File: src/rtl/ws_tile_sequencer.sv
// Weight-stationary tile sequencer: walks weight load, skewed iact streaming
// and skewed psum write-back for each tile, with optional K-tile accumulation.
module ws_tile_sequencer #(
    parameter int ROWS    = 16,
    parameter int COLS    = 16,
    parameter int ADDR_W  = 32,
    parameter int CNT_W   = 16,
    parameter int PE_LAT  = 17,
    parameter int MEM_LAT = 1
) (
    input  logic                          clk,
    input  logic                          rst,
    input  logic                          go,
    input  logic [CNT_W-1:0]              num_vec,
    input  logic [CNT_W-1:0]              num_tiles,
    input  logic                          accumulate,
    output logic                          busy,
    output logic                          done,
    output logic                          load_weight,
    output logic [ADDR_W-1:0]             weight_addr,
    output logic [COLS-1:0][ADDR_W-1:0]   iact_addr,
    output logic [COLS-1:0]               load_iact,
    output logic [ROWS-1:0][ADDR_W-1:0]   psum_addr,
    output logic [ROWS-1:0]               psum_valid,
    output logic [ROWS-1:0]               psum_acc
);

    // Step counter is wider than CNT_W so an all-ones num_vec plus the
    // pipeline drain still fits.
    localparam int TW = CNT_W + 2;

    localparam logic [TW-1:0]     WL_LAST = TW'(COLS + MEM_LAT - 1);
    localparam logic [TW-1:0]     PIPE    = TW'(MEM_LAT + PE_LAT + ROWS - 1);
    localparam logic [TW-1:0]     MEM_T   = TW'(MEM_LAT);
    localparam logic [TW-1:0]     COLS_T  = TW'(COLS);
    localparam logic [TW-1:0]     ONE_T   = TW'(1);
    localparam logic [ADDR_W-1:0] COLS_A  = ADDR_W'(COLS);
    localparam logic [CNT_W:0]    ONE_C   = (CNT_W+1)'(1);

    typedef enum logic [1:0] {
        S_IDLE,
        S_WLOAD,
        S_STREAM,
        S_DONE
    } state_t;

    state_t              state, nstate;
    logic [TW-1:0]       cnt, ncnt;
    logic [CNT_W-1:0]    tile, ntile;
    logic [CNT_W-1:0]    nv_q, nt_q;
    logic                acc_q;

    logic [TW-1:0]       nv_t;
    logic [TW-1:0]       s_last;
    logic [CNT_W:0]      tile_inc;

    logic                        busy_nxt, done_nxt, lw_nxt;
    logic [ADDR_W-1:0]           wa_nxt, base;
    logic [COLS-1:0][ADDR_W-1:0] ia_nxt;
    logic [COLS-1:0]             li_nxt;
    logic [ROWS-1:0][ADDR_W-1:0] pa_nxt;
    logic [ROWS-1:0]             pv_nxt, pacc_nxt;

    assign nv_t     = TW'(nv_q);
    assign s_last   = PIPE + nv_t - ONE_T;
    assign tile_inc = {1'b0, tile} + ONE_C;

    always_comb begin
        nstate = state;
        ncnt   = cnt;
        ntile  = tile;
        unique case (state)
            S_IDLE: begin
                if (go) begin
                    ncnt  = '0;
                    ntile = '0;
                    if (num_vec == '0 || num_tiles == '0)
                        nstate = S_DONE;
                    else
                        nstate = S_WLOAD;
                end
            end
            S_WLOAD: begin
                if (cnt == WL_LAST) begin
                    nstate = S_STREAM;
                    ncnt   = '0;
                end else begin
                    ncnt = cnt + ONE_T;
                end
            end
            S_STREAM: begin
                if (cnt == s_last) begin
                    ncnt = '0;
                    if (tile_inc < {1'b0, nt_q}) begin
                        nstate = S_WLOAD;
                        ntile  = tile_inc[CNT_W-1:0];
                    end else begin
                        nstate = S_DONE;
                    end
                end else begin
                    ncnt = cnt + ONE_T;
                end
            end
            S_DONE:  nstate = S_IDLE;
            default: nstate = S_IDLE;
        endcase
    end

    // Outputs are decoded from the next state so the registers line up with it.
    always_comb begin
        busy_nxt = (nstate != S_IDLE);
        done_nxt = (nstate == S_DONE);
        lw_nxt   = (nstate == S_WLOAD) && (ncnt >= MEM_T);
        wa_nxt   = weight_addr;
        if (nstate == S_WLOAD && ncnt < COLS_T)
            wa_nxt = ADDR_W'(ntile) * COLS_A + ADDR_W'(ncnt);
        base     = acc_q ? '0 : ADDR_W'(ntile) * ADDR_W'(nv_q);
        ia_nxt   = iact_addr;
        li_nxt   = '0;
        pa_nxt   = psum_addr;
        pv_nxt   = '0;
        pacc_nxt = '0;
        if (nstate == S_STREAM) begin
            for (int c = 0; c < COLS; c++) begin
                if (ncnt >= TW'(c) && ncnt - TW'(c) < nv_t)
                    ia_nxt[c] = ADDR_W'(ncnt - TW'(c));
                if (ncnt >= TW'(MEM_LAT + c) &&
                    ncnt - TW'(MEM_LAT + c) < nv_t)
                    li_nxt[c] = 1'b1;
            end
            for (int r = 0; r < ROWS; r++) begin
                if (ncnt >= TW'(MEM_LAT + PE_LAT + r) &&
                    ncnt - TW'(MEM_LAT + PE_LAT + r) < nv_t) begin
                    pv_nxt[r]   = 1'b1;
                    pa_nxt[r]   = base +
                        ADDR_W'(ncnt - TW'(MEM_LAT + PE_LAT + r));
                    pacc_nxt[r] = acc_q && (ntile != '0);
                end
            end
        end
    end

    always_ff @(posedge clk) begin
        if (rst) begin
            state       <= S_IDLE;
            cnt         <= '0;
            tile        <= '0;
            nv_q        <= '0;
            nt_q        <= '0;
            acc_q       <= 1'b0;
            busy        <= 1'b0;
            done        <= 1'b0;
            load_weight <= 1'b0;
            weight_addr <= '0;
            iact_addr   <= '0;
            load_iact   <= '0;
            psum_addr   <= '0;
            psum_valid  <= '0;
            psum_acc    <= '0;
        end else begin
            state <= nstate;
            cnt   <= ncnt;
            tile  <= ntile;
            if (state == S_IDLE && go) begin
                nv_q  <= num_vec;
                nt_q  <= num_tiles;
                acc_q <= accumulate;
            end
            busy        <= busy_nxt;
            done        <= done_nxt;
            load_weight <= lw_nxt;
            weight_addr <= wa_nxt;
            iact_addr   <= ia_nxt;
            load_iact   <= li_nxt;
            psum_addr   <= pa_nxt;
            psum_valid  <= pv_nxt;
            psum_acc    <= pacc_nxt;
        end
    end

endmodule

File: config.mk
export PLATFORM = sky130hd
export DESIGN_NAME = ws_tile_sequencer
export DESIGN_NICKNAME = d
export VERILOG_FILES = /design/src/rtl/ws_tile_sequencer.sv
export SDC_FILE = /design/constraint.sdc
export NUM_CORES = 2
export LEC_CHECK = 0
export ABC_AREA = 1
export CORE_AREA = 2 2 451 453
export CTS_BUF_LIST = sky130_fd_sc_hd__clkbuf_4
export DETAILED_ROUTE_END_ITERATION = 10
export DIE_AREA = 0 0 453 455
export PLACE_DENSITY = 0.73
export SLEW_MARGIN = 40
export SYNTH_ARGS = -nofsm -noshare
export SYNTH_HDL_FRONTEND = slang
export SYNTH_SLANG_ARGS = --single-unit
File: constraint.sdc
create_clock -name clk -period 11.3 [get_ports clk]
set_input_delay 1.695 -clock clk [delete_from_list [all_inputs] [get_ports clk]]
set_output_delay 1.695 -clock clk [all_outputs]
set_load 0.02 [all_outputs]
; ---- Word-level counts from Yosys, hierarchy flattened
; Cells that the tools add are included.
[word_totals]
out_inout_bits = 1107
register_bits = 1162
elab_cells = 377
in_bits = 36
[op_classes]
mul = 1
n_reduce_logical = 92
order_cmp = 68
n_addsub = 84
muxes = 47
eq_ne = 8
n_bitwise = 17
[op_table]
columns = cell, count
row1 = 18-bit by 16-bit < comparator with 1-bit output, 33
row2 = 32-bit adder, 16
row3 = "18-bit by 5-bit >= comparator with 1-bit output, second input constant", 15
row4 = "18-bit by 5-bit subtractor with 18-bit output, second input constant", 15
row5 = "18-bit by 5-bit subtractor with 19-bit output, second input constant", 14
row6 = "18-bit by 4-bit subtractor with 19-bit output, second input constant", 8
row7 = "18-bit by 4-bit >= comparator with 1-bit output, second input constant", 8
row8 = "18-bit by 4-bit subtractor with 18-bit output, second input constant", 8
row9 = "18-bit by 3-bit subtractor with 19-bit output, second input constant", 4
row10 = "18-bit by 3-bit >= comparator with 1-bit output, second input constant", 4
row11 = "18-bit by 3-bit subtractor with 18-bit output, second input constant", 4
row12 = 2-bit AND reduction, 32
row13 = 18-bit 2-to-1 mux, 3
row14 = 18-bit one-hot mux with 3 select lines, 1
row15 = 16-bit 2-to-1 mux, 3
row16 = 3-bit OR reduction, 16
row17 = "18-bit by 2-bit subtractor with 19-bit output, second input constant", 2
row18 = "18-bit by 6-bit subtractor with 19-bit output, second input constant", 2
row19 = 1-bit logical AND, 37
row20 = "18-bit by 1-bit >= comparator with 1-bit output, second input constant", 2
row21 = "18-bit by 2-bit >= comparator with 1-bit output, second input constant", 2
row22 = "18-bit by 6-bit >= comparator with 1-bit output, second input constant", 2
row23 = "18-bit by 2-bit subtractor with 18-bit output, second input constant", 2
row24 = "18-bit by 6-bit subtractor with 18-bit output, second input constant", 2
row25 = other kinds (26), 82

; ---- Longest topological paths before layout
[logic_depth]
ltp_word = 10
depth_mapped = 72
mapped_depth_nobuf = 71

; ---- Least setup slack after synthesis
; Ideal clock, no wire load.
[synth_timing]
path_type = reg2reg
startpoint = register tile[0]
endpoint = register psum_addr[319] (netlist name)
synth_period_minus_slack_ps = 10808
path_slack_ps = 492
n_path_buf = 2
t_required_ps = 11190
stages_incl_launch_ff = 53
arrival_time_ps = 10698
setup_time_ps = 110
path_cell_list = dfxtp_1 inv_1 nor2_1 nand3_1 nor2_1 inv_1 nor2_1 inv_1 nor3_1 inv_1 nor3_1 nand2_1 xor2_1 inv_1 ha_1 nor3_1 nand2_1 nor2_1 (+17 left out) a21boi_0 o21ai_0 a21boi_0 o21ai_0 a21boi_0 o21ai_0 a21oi_1 ha_1 a21oi_1 o21ai_0 nor2_1 nor3_1 a2111oi_0 nand4_1 nand2_1 nand3_1 nand2_1 nor2_1
[synth_via]
elab_chain_len = 8
elab_cells_between_ends = 14
classes_between = add/sub: 2 / mul: 1 / order compare: 1 / eq/ne: 1 / mux: 8 / reduce/logical: 1
[synth_lines]
columns = element, line_no
row1 = "start, declared", 49  ; logic [CNT_W-1:0] tile, ntile;
row2 = "start signal, assigned", 163  ; tile <= ntile;
row3 = 16-bit by 1-bit adder with 17-bit output, 66  ; assign tile_inc = {1'b0, tile} + ONE_C;
row4 = 17-bit by 16-bit < comparator with 1-bit output, 94  ; if (tile_inc < {1'b0, nt_q}) begin
row5 = 16-bit 2-to-1 mux, 94
row6 = 16-bit 2-to-1 mux, 92  ; if (cnt == s_last) begin
row7 = 16-bit one-hot mux with 2 select lines, 72  ; unique case (state)
row8 = 16-bit by 16-bit multiplier with 32-bit output, 117  ; base = acc_q ? '0 : ADDR_W'(ntile) * ADDR_W'(nv_q);
row9 = 32-bit 2-to-1 mux, 117
row10 = 32-bit adder, 135  ; pa_nxt[r] = base +
row11 = "end signal, assigned", 175  ; psum_addr <= pa_nxt;
row12 = "end, declared", 23  ; output logic [ROWS-1:0][ADDR_W-1:0] psum_addr,
; Several ways; a longest one is shown, not always the timed one.
; A chain may end at the register's enable or synchronous reset.

; ---- Worst setup path after layout
[layout_timing]
startpoint = register tile[0]
endpoint = register psum_addr[185] (netlist name)
; The elaborated chain is that of the path after synthesis.

==> run_results.csv <==
group,metric,value,unit
run_status,outcome,"complete, no violations",
setup_path,rr_startpoint,"tile[0]",
clocking,cts_buffers,289,
sta,slew_viol_final,0,
power_and_ir_drop,p_sw_frac,0.344,
global_route,first_global_vias,89600,
global_route,antenna_found_initial,21,
logic_synthesis,synth_area,0.0888,mm2
die,fp.dieW,453,um
power_and_ir_drop,p_sw,3.07,mW
final_layout,final_area,0.107,mm2
place,portBuffers,1117,
global_route,grt_first_pass_wirelength,613,mm
setup_path,path_max_fanout,13,
sta,setup_viol,0,
detailed_routing,first_pass_iters,7,
power_and_ir_drop,finalPower,8.93,mW
clocking,numClockSinks,956,
sta,fin_skew,0.156,ns
final_layout,drive_gt1_frac,0.0731,
logic_synthesis,synth_cell_type_count,67,
setup_path,rr_worst_depth,52,
logic_synthesis,ys_ff_latch,956,
run,maxCapViolCount,0,
sta,fin_crit_sh,0.952,
setup_path,cp.arrival,12.00,ns
logic_synthesis,async_reset_ff_frac,0,
logic_synthesis,syn_avg_cell_area,6.73,um2
global_route,gr-total-overflow,0,
final_layout,layout_common_cells,"nand2_1, nor2_1, inv_1",
global_route,grt_max_degree,168,
detailed_routing,via_per_inst,5.64,
setup_path,endpoint,"psum_addr[185]",
power_and_ir_drop,peakVddDrop,92.0,uV
die,initial_utilization,0.441,
setup_path,critical_path_buf_inv_count,13,
detailed_routing,wl_per_cell,25.5,um
power_and_ir_drop,seqPwrFrac,0.383,
clocking,clk_latency,1.45,ns
setup_path,cpMostUsedCell,"inv_1",
setup_path,cp_top_family,"adder cells",
sta,hold_violations,0,
setup_path,critPathSlowestCell,"fa_1",
detailed_routing,routed_wl,438,mm
setup_path,worstSetupStartpointType,"flop",
logic_synthesis,synth-main-ff-cell,"dfxtp_1",
setup_path,cp_num_cells,52,
final_layout,multi_input_area,0.0611,mm2
power_and_ir_drop,p_int,5.85,mW
die,core,0.201,mm2
die,die_h,455,um
setup_path,slowest_delay,0.57,ns
final_layout,utilization,0.531,
setup_path,crit_type,"flop to flop",
setup_path,reg2reg_to,"psum_addr[185]",
final_layout,num-fill-cells,20400,
final_layout,final_common_cell,"nand2_1",
place,post_dp_cell_area,0.103,mm2
die,ios,1143,
logic_synthesis,synth.yosys.warnings,0,
power_and_ir_drop,p_leak,51.8,nW
power_and_ir_drop,p_comb_frac,0.227,
power_and_ir_drop,powerDensity,83.5,mW/mm2
setup_path,required,12.54,ns
detailed_routing,vias,96900,
detailed_routing,drtIter0Drc,11000,
place,dp_cells,16600,
detailed_routing,drcViolationCount,0,
setup_path,ff2ff_setup_slack,0.55,ns
sta,min_period,10.75,ns
clocking,path_clk_slew,0.06,ns
final_layout,ff_latch_area,0.0191,mm2
logic_synthesis,synthCells,13200,
sta,max_slew_margin,0.318,
logic_synthesis,yosysSeqAreaShare,0.215,
place,gp_congestion,1.09,
clocking,htreeDepth,5,
clocking,clock_path_buffers,4,
final_layout,area_growth,20.4,%
die,fp-row-count,165,
min_path,hold_class,"flop to flop",
setup_path,setup.worst_path.end_class,"flop",
global_route,track_usage,0.406,
logic_synthesis,synth_edf_count,0,
sta,worst_pin_slew,1.02,ns
sta,fmax,93.0,MHz
power_and_ir_drop,clockPowerShare,0.390,
clocking,cts_root_buf,"clkbuf_4",
detailed_routing,route.antenna.remaining_nets,0,
final_layout,fin_cells,17200,
setup_path,crit_path_start,"tile[0]",
clocking,cts_tree,"done",
final_layout,fin_nets,15600,
place,post-dp-hpwl,337,mm
die,die_area,0.206,mm2
[cell families after synthesis]
logic type / count (synthesis) / share of synthesized area
compound gates: 2032 / 0.128
xor+xnor: 828 / 0.0820
fa+ha+maj: 1249 / 0.193
buf+inv: 2187 / 0.106
flops: 956 / 0.215
mux: 2 / 0.000225
other cells: 1 / 0.0000422
simple gates: 5937 / 0.275
[cell type report]
class | instances | share of cell area
timing repair buffer | 1442 | 0.132
inverter | 1522 | 0.0536
antenna | 25 | 0.000585
sequential | 956 | 0.179
tap | 2672 | 0.0313
clock buffer | 416 | 0.0292
multi-input combinational | 10100 | 0.571
clock inverter | 57 | 0.00384
[through the flow]
step | worst slack, ns | hold WS [ns] | TNS (ns)
floorplan | 0.492 | 0.435 | 0
global route | -0.0726 | 0.457 | -0.635
global placement | -0.388 | 0.429 | -9.16
CTS | 0.0629 | 0.443 | 0
finish | 0.547 | 0.442 | 0
detailed placement | -0.0178 | 0.434 | -0.0204
[registers in the layout, indices dropped and copies added (netlist names)]
name	cells
weight_addr	21
tile	16
load_weight	1
psum_valid	16
busy	1
load_iact	16
iact_addr	303
done	1
psum_acc	16
cnt	18
acc_q	1
psum_addr	512
nt_q	16
nv_q	16
state	2
[cells in the mapped netlist (all sizes together), types with 16 or more instances]
cell / count / area share
a211oi: 54 / 0.0046
and3: 27 / 0.0019
dfxtp: 956 / 0.22
ha: 1049 / 0.15
o211ai: 28 / 0.0024
nand2: 2814 / 0.12
nand4: 253 / 0.018
nor3: 122 / 0.0069
buf: 473 / 0.034
clkbuf: 192 / 0.0081
o21bai: 58 / 0.0049
o21a: 41 / 0.0035
a21oi: 1061 / 0.060
a2111oi: 16 / 0.0016
a31oi: 51 / 0.0036
inv: 1495 / 0.063
xnor2: 206 / 0.020
nand3b: 28 / 0.0024
o21ai: 558 / 0.031
a21boi: 44 / 0.0039
nand3: 561 / 0.032
a221oi: 23 / 0.0023
o221ai: 23 / 0.0023
fa: 200 / 0.045
clkinv: 27 / 0.0012
o221a: 17 / 0.0022
nor2: 2079 / 0.090
a21o: 31 / 0.0026
xor2: 620 / 0.061
nor4: 35 / 0.0025
[worst min path at each step]
stage | from | end | slack, ns | depth (start not counted)
6_report | iact_addr[337] | iact_addr[337] | 0.44 | 2
5_1_grt | iact_addr[81] | iact_addr[81] | 0.46 | 2
4_1_cts | iact_addr[336] | iact_addr[336] | 0.44 | 2
3_5_place_dp | iact_addr[337] | iact_addr[337] | 0.43 | 2
3_3_place_gp | iact_addr[272] | iact_addr[272] | 0.43 | 2
2_1_floorplan | nt_q[10] | nt_q[10] | 0.44 | 2
[timing repair]
action / CTS / global route
setup endpoints to repair: 4 / 206
pin swaps: 1 / 13
setup buffers: 2 / 22
gates resized for setup: 0 / 80
gates cloned: 0 / 0
endpoints found under the hold margin: 0 / 0
hold buffers: 0 / 0
[power groups by stage]
stage               Clock [mW]  Sequential (mW)  Combinational, mW
finish                    3.48             3.42               2.02
global route              3.72             3.42               2.15
CTS                       3.55             3.42               1.93
detailed placement           0             3.50               1.92
global placement             0             3.49               1.92
floorplan                    0             3.50               1.20
[routing by layer]
metal  vias up  track usage  routed length, um
met3      1484        0.119              48200
met1     44700        0.480             164000
li1      45000            -                  -
met2      5734        0.618             185000
met5         -            0                142
met4        10        0.316              39900
[worst min-delay path: stages, from the launching register on]
cell and delay (ns):
dfxtp_1 0.31, nand2_1 0.06, nor2_1 0.04
No activity file was read; power rests on OpenSTA's default activity.
